===== src/rtl/consent_header_serializer_if.sv =====
// Header field capture and byte-stream signals of the consent header serializer.
// The master side is the packet source plus the downstream framer.
// The slave side is the serializer itself.
interface consent_header_serializer_if;
  logic        hdr_valid;
  logic        hdr_ready;
  logic [31:0] rpp_address;
  logic [15:0] origin_id;
  logic [7:0]  consent_byte;
  logic [4:0]  phase_entropy_index;
  logic [2:0]  complecount_trace;
  logic [7:0]  payload_type;
  logic [7:0]  fallback_vector;
  logic [15:0] coherence_window_id;
  logic [7:0]  phase_byte;
  logic [7:0]  out_byte;
  logic        out_valid;
  logic        out_ready;
  logic        out_last;

  modport master (
    output hdr_valid, rpp_address, origin_id, consent_byte, phase_entropy_index,
           complecount_trace, payload_type, fallback_vector, coherence_window_id,
           phase_byte, out_ready,
    input  hdr_ready, out_byte, out_valid, out_last
  );

  modport slave (
    input  hdr_valid, rpp_address, origin_id, consent_byte, phase_entropy_index,
           complecount_trace, payload_type, fallback_vector, coherence_window_id,
           phase_byte, out_ready,
    output hdr_ready, out_byte, out_valid, out_last
  );
endinterface


===== src/rtl/consent_header_serializer.sv =====
// Builds the 18-byte consent header (fields, packet ID, CRC-8) and streams it MSB byte first.
// Latency: first byte valid the cycle after capture; 18 beats, next capture one cycle after the last beat.
// Backpressure: out_ready low freezes byte, last flag, index and CRC; hdr_ready is low for the whole packet.
module consent_header_serializer #(
  parameter logic [31:0] PKT_ID_INIT = 32'h0000_0001,
  parameter logic [7:0]  CRC_INIT    = 8'h00
) (
  input  logic                        clk,
  input  logic                        rst_n,
  consent_header_serializer_if.slave  bus,
  output logic [31:0]                 pkt_id_next,
  output logic                        busy
);

  typedef enum logic {IDLE = 1'b0, SEND = 1'b1} state_t;

  localparam logic [4:0] LAST_IDX = 5'd17;
  localparam logic [4:0] CRC_PREV = 5'd16;

  state_t       state_q, state_d;
  logic [135:0] shadow_q, shadow_d;
  logic [4:0]   idx_q, idx_d;
  logic [7:0]   crc_q, crc_d;
  logic [31:0]  pkt_id_q, pkt_id_d;
  logic [7:0]   out_byte_q, out_byte_d;
  logic         out_valid_q, out_valid_d;
  logic         out_last_q, out_last_d;
  logic         busy_q, busy_d;
  logic         hdr_ready_q, hdr_ready_d;
  logic [7:0]   crc_next;

  // CRC-8, polynomial 0x07, MSB first, one byte unrolled into eight shift steps.
  function automatic logic [7:0] crc8_update(input logic [7:0] crc, input logic [7:0] data);
    logic [7:0] c;
    c = crc ^ data;
    for (int i = 0; i < 8; i++) begin
      c = c[7] ? ({c[6:0], 1'b0} ^ 8'h07) : {c[6:0], 1'b0};
    end
    return c;
  endfunction

  // Byte idx of the shadow register, byte 0 being the most significant.
  function automatic logic [7:0] shadow_byte(input logic [135:0] sh, input logic [4:0] idx);
    logic [135:0] s;
    s = sh << {idx, 3'b000};
    return s[135:128];
  endfunction

  // Next-state logic: capture in IDLE, advance one byte per accepted beat in SEND.
  always_comb begin
    state_d     = state_q;
    shadow_d    = shadow_q;
    idx_d       = idx_q;
    crc_d       = crc_q;
    pkt_id_d    = pkt_id_q;
    out_byte_d  = out_byte_q;
    out_valid_d = out_valid_q;
    out_last_d  = out_last_q;
    busy_d      = busy_q;
    hdr_ready_d = hdr_ready_q;
    crc_next    = crc8_update(crc_q, out_byte_q);
    case (state_q)
      IDLE: begin
        if (bus.hdr_valid && hdr_ready_q) begin
          shadow_d    = {bus.rpp_address, pkt_id_q, bus.origin_id, bus.consent_byte,
                         bus.phase_entropy_index, bus.complecount_trace, bus.payload_type,
                         bus.fallback_vector, bus.coherence_window_id, bus.phase_byte};
          pkt_id_d    = pkt_id_q + 32'd1;
          crc_d       = CRC_INIT;
          idx_d       = 5'd0;
          out_byte_d  = bus.rpp_address[31:24];
          out_valid_d = 1'b1;
          out_last_d  = 1'b0;
          busy_d      = 1'b1;
          hdr_ready_d = 1'b0;
          state_d     = SEND;
        end
      end
      SEND: begin
        if (out_valid_q && bus.out_ready) begin
          if (idx_q == LAST_IDX) begin
            idx_d       = 5'd0;
            out_byte_d  = 8'h00;
            out_valid_d = 1'b0;
            out_last_d  = 1'b0;
            busy_d      = 1'b0;
            hdr_ready_d = 1'b1;
            state_d     = IDLE;
          end else begin
            crc_d = crc_next;
            idx_d = idx_q + 5'd1;
            if (idx_q == CRC_PREV) begin
              // Byte 16 just went out: the updated CRC is the trailer byte.
              out_byte_d = crc_next;
              out_last_d = 1'b1;
            end else begin
              out_byte_d = shadow_byte(shadow_q, idx_q + 5'd1);
            end
          end
        end
      end
      default: state_d = IDLE;
    endcase
  end

  // State and registered outputs; reset aborts any packet in flight.
  always_ff @(posedge clk or negedge rst_n) begin
    if (!rst_n) begin
      state_q     <= IDLE;
      shadow_q    <= '0;
      idx_q       <= '0;
      crc_q       <= CRC_INIT;
      pkt_id_q    <= PKT_ID_INIT;
      out_byte_q  <= '0;
      out_valid_q <= 1'b0;
      out_last_q  <= 1'b0;
      busy_q      <= 1'b0;
      hdr_ready_q <= 1'b1;
    end else begin
      state_q     <= state_d;
      shadow_q    <= shadow_d;
      idx_q       <= idx_d;
      crc_q       <= crc_d;
      pkt_id_q    <= pkt_id_d;
      out_byte_q  <= out_byte_d;
      out_valid_q <= out_valid_d;
      out_last_q  <= out_last_d;
      busy_q      <= busy_d;
      hdr_ready_q <= hdr_ready_d;
    end
  end

  assign bus.hdr_ready = hdr_ready_q;
  assign bus.out_byte  = out_byte_q;
  assign bus.out_valid = out_valid_q;
  assign bus.out_last  = out_last_q;
  assign pkt_id_next   = pkt_id_q;
  assign busy          = busy_q;

endmodule


===== src/flat_wrapper.sv =====
// flat-port wrapper written by rule: the top's interface ports become plain ports
module consent_header_serializer_flat 
#(
  parameter logic [31:0] PKT_ID_INIT = 32'h0000_0001,
  parameter logic [7:0]  CRC_INIT    = 8'h00
)
  (clk, rst_n, pkt_id_next, busy, bus_hdr_valid, bus_rpp_address, bus_origin_id, bus_consent_byte, bus_phase_entropy_index, bus_complecount_trace, bus_payload_type, bus_fallback_vector, bus_coherence_window_id, bus_phase_byte, bus_out_ready, bus_hdr_ready, bus_out_byte, bus_out_valid, bus_out_last);
  consent_header_serializer_if bus_i ();
  input  logic clk;
  input  logic rst_n;
  output logic [31:0] pkt_id_next;
  output logic busy;
  input wire logic [$bits(bus_i.hdr_valid)-1:0] bus_hdr_valid;
  input wire logic [$bits(bus_i.rpp_address)-1:0] bus_rpp_address;
  input wire logic [$bits(bus_i.origin_id)-1:0] bus_origin_id;
  input wire logic [$bits(bus_i.consent_byte)-1:0] bus_consent_byte;
  input wire logic [$bits(bus_i.phase_entropy_index)-1:0] bus_phase_entropy_index;
  input wire logic [$bits(bus_i.complecount_trace)-1:0] bus_complecount_trace;
  input wire logic [$bits(bus_i.payload_type)-1:0] bus_payload_type;
  input wire logic [$bits(bus_i.fallback_vector)-1:0] bus_fallback_vector;
  input wire logic [$bits(bus_i.coherence_window_id)-1:0] bus_coherence_window_id;
  input wire logic [$bits(bus_i.phase_byte)-1:0] bus_phase_byte;
  input wire logic [$bits(bus_i.out_ready)-1:0] bus_out_ready;
  output wire logic [$bits(bus_i.hdr_ready)-1:0] bus_hdr_ready;
  output wire logic [$bits(bus_i.out_byte)-1:0] bus_out_byte;
  output wire logic [$bits(bus_i.out_valid)-1:0] bus_out_valid;
  output wire logic [$bits(bus_i.out_last)-1:0] bus_out_last;
  assign bus_i.hdr_valid = bus_hdr_valid;
  assign bus_i.rpp_address = bus_rpp_address;
  assign bus_i.origin_id = bus_origin_id;
  assign bus_i.consent_byte = bus_consent_byte;
  assign bus_i.phase_entropy_index = bus_phase_entropy_index;
  assign bus_i.complecount_trace = bus_complecount_trace;
  assign bus_i.payload_type = bus_payload_type;
  assign bus_i.fallback_vector = bus_fallback_vector;
  assign bus_i.coherence_window_id = bus_coherence_window_id;
  assign bus_i.phase_byte = bus_phase_byte;
  assign bus_i.out_ready = bus_out_ready;
  assign bus_hdr_ready = bus_i.hdr_ready;
  assign bus_out_byte = bus_i.out_byte;
  assign bus_out_valid = bus_i.out_valid;
  assign bus_out_last = bus_i.out_last;
  consent_header_serializer #(.PKT_ID_INIT(PKT_ID_INIT), .CRC_INIT(CRC_INIT)) u_core (.clk(clk), .rst_n(rst_n), .bus(bus_i), .pkt_id_next(pkt_id_next), .busy(busy));
endmodule

===== config.mk =====
export PLATFORM = sky130hd
export DESIGN_NAME = consent_header_serializer_flat
export DESIGN_NICKNAME = d
export VERILOG_FILES = /design/src/rtl/consent_header_serializer_if.sv /design/src/rtl/consent_header_serializer.sv /design/src/flat_wrapper.sv
export SDC_FILE = /design/constraint.sdc
export NUM_CORES = 1
export LEC_CHECK = 0
export CAP_MARGIN = 40
export CORE_ASPECT_RATIO = 1.2
export CORE_MARGIN = 5
export CORE_UTILIZATION = 48
export DETAILED_ROUTE_END_ITERATION = 8
export PLACE_DENSITY = 0.83
export SLEW_MARGIN = 5
export SYNTH_ARGS = -nofsm -noshare
export SYNTH_HDL_FRONTEND = slang
export SYNTH_SLANG_ARGS = --single-unit

===== constraint.sdc =====
create_clock -name clk -period 2.8 [get_ports clk]
set_input_delay 0.84 -clock clk [delete_from_list [all_inputs] [get_ports clk]]
set_output_delay 0.84 -clock clk [all_outputs]
set_load 0.005 [all_outputs]

Yosys cells after proc, flatten, opt, wreduce, memory -nomap -nowiden
Cells that the tools add are included.
{"block": "word_totals", "elab_cells": 73, "out_inout_bits": 44, "regBits": 193}
{"block": "op_classes", "n_addsub": 2, "n_mux": 37, "eq_ne": 7, "reduce_logical": 7, "bitwise_logic": 10, "shift": 1}
{"operator": "$shl A136 B8 Y136", "n": 1}
{"operator": "$mux W8", "n": 7}
{"operator": "$add A32 B1 Y32 const B", "n": 1}
{"operator": "$pmux W8 S2", "n": 2}
{"operator": "$mux W3", "n": 8}
{"operator": "$not A3 Y3", "n": 8}
{"operator": "$mux W5", "n": 3}
{"operator": "$mux W1", "n": 12}
{"operator": "$eq A5 B5 Y1 const B", "n": 2}
{"operator": "$pmux W5 S2", "n": 1}
{"operator": "$reduce_and A3 Y1", "n": 3}
{"operator": "$pmux W1 S2", "n": 4}
{"operator": "$xor A8 B8 Y8", "n": 1}
{"operator": "$ne A2 B2 Y1 const B", "n": 3}
{"operator": "$add A5 B1 Y5 const B", "n": 1}
{"operator": "$reduce_and A2 Y1", "n": 2}
{"operator": "$ne A3 B3 Y1 const B", "n": 1}
{"operator": "$logic_and A1 B1 Y1", "n": 2}
{"operator": "$ne A2 B1 Y1 const B", "n": 1}
{"operator": "$not A1 Y1", "n": 1}

Depth between registers and ports, before layout
{"block": "depth", "ltp_word": 21, "ltp_mapped": 11, "mapped_depth_nobuf": 8}

Worst setup path before layout
No wires, ideal clock.
{"block": "synth_path", "path_kind": "reg-to-reg", "from": "register u_core.idx_q[0]", "to": "register u_core.out_byte_q[1] (netlist: u_core.bus.out_byte[1])", "arrival_ns": 2.722, "stages_incl_launch_ff": 11, "period_less_slack_ns": 2.793, "path_buffers": 3, "slack_ns": 0.007, "setup_ns": 0.071, "path_cell_list": "dfrtp_1 -> buf_2 -> clkbuf_1 -> inv_1 -> ha_1 -> buf_2 -> and2b_1 -> a21boi_0 -> a21oi_1 -> a2111o_1 -> nand4_1"}
{"block": "synth_between", "elab_chain_cells": 6}
{"item": "start: declaration", "line_no": "consent_header_serializer.sv:22", "text": "logic [4:0] idx_q, idx_d;"}
{"item": "start signal: assignment", "line_no": "consent_header_serializer.sv:122", "text": "idx_q <= idx_d;"}
{"item": "$add A5 B1 Y5", "line_no": "consent_header_serializer.sv:97", "text": "out_byte_d = shadow_byte(shadow_q, idx_q + 5'd1);"}
{"item": "$shl A136 B8 Y136", "line_no": "consent_header_serializer.sv:45", "text": "s = sh << {idx, 3'b000};"}
{"item": "$mux W8", "line_no": "consent_header_serializer.sv:92", "text": "if (idx_q == CRC_PREV) begin"}
{"item": "$mux W8 (*)", "line_no": "consent_header_serializer.sv:81", "text": "if (idx_q == LAST_IDX) begin"}
{"item": "$mux W8 (*)", "line_no": "consent_header_serializer.sv:80", "text": "if (out_valid_q && bus.out_ready) begin"}
{"item": "$pmux W8 S2 (*)", "line_no": "consent_header_serializer.sv:62", "text": "case (state_q)"}
{"item": "end signal: assignment", "line_no": "consent_header_serializer.sv:125", "text": "out_byte_q <= out_byte_d;"}
{"item": "end: declaration", "line_no": "consent_header_serializer.sv:25", "text": "logic [7:0] out_byte_q, out_byte_d;"}
Every way passes the cells marked *; elsewhere a longest branch is shown, timed or not. The select of a mux whose other input is x is not followed.
A chain may end at the register's enable or synchronous reset.

Final worst setup path
{"block": "layout_path", "from": "register u_core.idx_q[1]", "to": "register u_core.out_byte_q[1] (netlist: u_core.bus.out_byte[1])"}
The elaborated chain is that of the path after synthesis.

==> metrics.md <==
| Metric | Value |
|---|---|
| Internal power component | `~7000 uW` |
| First-pass detailed-route iteration total | `7` |
| Setup repair after global routing missed its margin | `no` |
| Die Wd | `135.7 microns` |
| Gr usage total | `between 20% and 30%` |
| Run status | `complete, no violations` |
| F_max | `about 400 MHz` |
| Die Y | `between 150 and 200 microns` |
| HPWL after detailed placement | `between 15 and 20 mm` |
| Root buffer selected by CTS | `sky130_fd_sc_hd__clkbuf_16` |
| Number of ports placed on the die boundary | `152` |
| Number of levels in the clock H-tree | `4` |
| Crit path DAT | `between 2000 and 3000 ps` |
| Number of rows in the core area | `55` |
| Critical R2R Launch | `u_core.idx_q[1]$_DFFE_PN0P_` |
| Cells on worst reg2reg path | `8` |
| Clock tree from TritonCTS | `yes` |
| Worst IR drop on VDD | `550.2 uV` |
| Total die area | `between 20,000 and 25,000 sq um` |
| Pre-CTS setup slack | `-7.537 ps` |
| Clock Tree Buf Depth | `2` |
| Endpoint of the most critical register-to-register path | `u_core.bus.out_byte[1]$_DFFE_PN0P_` |
| Leading cell type by number of instances after synthesis | `sky130_fd_sc_hd__nand2_1` |
| Number of antenna-violating nets in the routed design | `0` |
| CP Capture Type | `flop` |
| Number of buffers inserted by port buffering | `151` |
| Sequential area share after synthesis | `about 53%` |
| Net Sw Power | `between 4000 and 5000 uW` |
| Setup Viol. Count Final | `0` |
| Dominant register cell in the synthesized netlist | `sky130_fd_sc_hd__dfrtp_1` |
| Switch share | `roughly two fifths` |
| Slack of the worst reg-to-reg path | `230 ps` |
| Area growth from synthesis to layout | `28.21%` |
| Biggest area consumer among synthesized cells | `sky130_fd_sc_hd__dfrtp_1` |
| Final nets | `1,310` |
| Cts-stage hold buffer count | `0` |
| Part of the power in the clock network | `19.5%` |
| Worst hold-check path type | `input pin to asynchronous set/reset pin` |
| Vias in the first global route | `between 7k and 8k` |
| Combinational power share | `43.7%` |
| Initial antenna violation count | `0` |
| Standby leakage power | `0.005626 uW` |
| Utilization after layout | `just over 60%` |
| Clock-pin transition on the worst setup and hold timing paths | `70 ps` |
| Clock period minus worst slack | `2567 ps` |
| Final routed wire length divided by cell count | `17.54 microns` |
| Actual transition at the worst max-transition pin | `693.6 ps` |
| Synth cell types | `51` |
| PnR Total Power | `11,740 uW` |
| Total congestion overflow after global routing | `0` |
| Leading post-synthesis cells by instance count | `sky130_fd_sc_hd__nand2_1, sky130_fd_sc_hd__dfrtp_1, sky130_fd_sc_hd__nand3_1` |
| Count of flip-flops with a built-in enable after synthesis | `0` |
| Largest net degree at the start of global routing | `152` |
| Number of inserted filler cells in the final layout | `1,540` |
| Placeable core area | `approximately 19,000 sq um` |
| Share of flip-flops with an asynchronous set or reset after synthesis | `100.0%` |
| Total via count in the routed design | `between 7k and 8k` |
| Inserted Clock Buffers | `17` |
| Starting density of the core | `approximately half` |
| Synthesized netlist cell count | `1,047` |
| Final worst setup slack | `233.3 ps` |
| Weighted congestion at the end of routability-driven global placement | `roughly 0.91` |
| Clock network latency to the later pin of the worst-skew pair | `440 ps` |
| Synth area leaders | `sky130_fd_sc_hd__dfrtp_1, sky130_fd_sc_hd__nand2_1, sky130_fd_sc_hd__xnor2_1` |
| Endpoints failing hold | `0` |
| Synth Area per Inst | `8.686 sq um` |
| Worst-case clock skew | `17.96 ps` |
| Non-filler instance count after layout | `around 1.5k` |
| Syn_nets | `1,159` |
| Seq pwr share | `between 30% and 40%` |
| Register Area | `between 4000 and 5000 sq um` |
| Maximum fanout along the worst path | `10` |
| Post-route fraction of the period consumed by the critical path | `91.67%` |
| Fraction of final layout cells sized beyond drive strength 1 | `7.927%` |
| Number of DRC markers after the initial detailed-route iteration | `832` |
| Via count normalized by instance count | `5.408` |
| Area of the mapped netlist | `9094 sq um` |
| Proportion of netlist area held by the largest area contributor | `between 50% and 60%` |
| Clk sink count | `193` |
| Post-detailed-routing wire length | `25.73 mm` |
| Kind of launch point of the worst setup path | `flop` |
| Post-CTS Resized | `0` |
| Data required time at the worst endpoint | `between 3000 and 4000 ps` |
| Yosys synthesis warning count | `0` |
| Max-slew headroom at the worst pin | `53.76%` |
| DRC violations left | `0` |
| Endpoint of the most critical setup path | `u_core.bus.out_byte[1]$_DFFE_PN0P_` |
| Number of diodes | `0` |
| Number of synthesized register bits | `between 150 and 200` |
| # Max-Cap Violations | `0` |
| Slew Limit Fails | `0` |
| Start-to-end type of the worst setup path | `flop to flop` |
| CP startpoint | `u_core.idx_q[1]$_DFFE_PN0P_` |
| Cell area power density | `1007 nW/um^2` |
| First-pass GRT wire length | `41.74 mm` |
| Count of placed standard cells including taps | `1,435` |
| Number of post-CTS setup repair buffers | `0` |
| Multi-input gate area in the final layout | `4009 sq um` |
stage by stage:
stage	TNS, ps	hold slack, ps	cell area, sq um
6_report	0	388.5	11660
5_1_grt	0	431.7	11660
4_1_cts	0	413.0	11660
3_5_place_dp	-7.537	459.8	11110
3_3_place_gp	0	452.7	11110
2_1_floorplan	0	437.4	9094
power groups by stage:
stage / registers [uW] / logic (uW) / clock network [uW]
detailed placement: 4330 / 5060 / 0
global route: 4410 / 5660 / 2430
CTS: 4290 / 5120 / 2320
finish: 4310 / 5130 / 2290
floorplan: 4130 / 3410 / 0
global placement: 4300 / 4950 / 0
critical path: stages, from the launching register on:
cell and delay [ps]:
sky130_fd_sc_hd__dfrtp_1 490, sky130_fd_sc_hd__inv_1 110, sky130_fd_sc_hd__ha_1 390, sky130_fd_sc_hd__and2b_1 490, sky130_fd_sc_hd__a21boi_0 260, sky130_fd_sc_hd__buf_4 170, sky130_fd_sc_hd__a21oi_1 70, sky130_fd_sc_hd__a2111o_1 410
sky130_fd_sc_hd__nand4_1 110
sequential cells by signal, indices dropped and copies added, names as in the netlist:
signal / cells
u_core.pkt_id_next: 32
u_core.bus.out_byte: 8
u_core.bus.out_valid: 1
u_core.crc_q: 8
u_core.bus.hdr_ready: 1
u_core.bus.out_last: 1
u_core.shadow_q: 136
u_core.idx_q: 5
u_core.state_q: 1
cell families after synthesis:
family / count (synthesis) / synth area share (%)
XOR/XNOR: 59 / 5.930
AO/OA/AOI/OAI: 67 / 4.953
multiplexers: 19 / 3.467
AND/OR/NAND/NOR: 641 / 28.88
buffers and inverters: 64 / 3.082
adder cells (fa/ha/maj): 4 / 0.5504
flip-flops: 193 / 53.14
per-layer routing:
layer | up-vias | part of all wire [%] | GRT usage, % | wire length [microns]
met5 | - | 0 | 0 | 0
met1 | 3770 | 40 | 32.84 | 10310
met3 | 66 | 7.6 | 4.668 | 1955
li1 | 3702 | - | - | -
met2 | 395 | 49 | 38.81 | 12650
met4 | 0 | 3.2 | 9.395 | 811
cell usage in the layout, fill, tap and decap left out, types with 3 or more instances in the layout:
master	n
sky130_fd_sc_hd__o21ai_0	13
sky130_fd_sc_hd__clkdlybuf4s50_1	150
sky130_fd_sc_hd__inv_1	4
sky130_fd_sc_hd__mux4_2	10
sky130_fd_sc_hd__xnor2_1	41
sky130_fd_sc_hd__and3_1	9
sky130_fd_sc_hd__nor2b_1	3
sky130_fd_sc_hd__buf_4	32
sky130_fd_sc_hd__xor2_1	15
sky130_fd_sc_hd__o21ai_1	4
sky130_fd_sc_hd__nor2_2	4
sky130_fd_sc_hd__inv_6	6
sky130_fd_sc_hd__clkinv_4	4
sky130_fd_sc_hd__a32oi_1	4
sky130_fd_sc_hd__a21oi_1	7
sky130_fd_sc_hd__clkbuf_16	17
sky130_fd_sc_hd__dfrtp_1	191
sky130_fd_sc_hd__buf_12	9
sky130_fd_sc_hd__ha_1	4
sky130_fd_sc_hd__nand4_1	21
sky130_fd_sc_hd__mux2i_1	9
sky130_fd_sc_hd__nand3_1	46
sky130_fd_sc_hd__a31oi_1	18
sky130_fd_sc_hd__nor2_1	14
sky130_fd_sc_hd__nand2_1	528
worst min-delay path by stage:
stage	from	to	slack (ps)	cells after the start
2_1_floorplan	u_core.shadow_q[56]$_DFFE_PN0P_	u_core.shadow_q[56]$_DFFE_PN0P_	440	2
3_3_place_gp	u_core.shadow_q[30]$_DFFE_PN0P_	u_core.shadow_q[30]$_DFFE_PN0P_	450	2
3_5_place_dp	u_core.shadow_q[62]$_DFFE_PN0P_	u_core.shadow_q[62]$_DFFE_PN0P_	460	2
4_1_cts	rst_n	u_core.shadow_q[12]$_DFFE_PN0P_	410	1
5_1_grt	rst_n	u_core.shadow_q[52]$_DFFE_PN0P_	430	1
6_report	rst_n	u_core.shadow_q[52]$_DFFE_PN0P_	390	1
final cells by class:
| cell class | count | area share [%] |
|---|---|---|
| Timing Repair Buffer | 192 | 16.58 |
| Sequential cell | 193 | 41.45 |
| Multi-Input combinational cell | 790 | 34.38 |
| Clock inverter | 15 | 1.062 |
| Inverter | 4 | 0.1288 |
| Tap cell | 256 | 2.747 |
| Clock buffer | 17 | 3.649 |
Note: power is estimated with default switching activity, not from simulation.
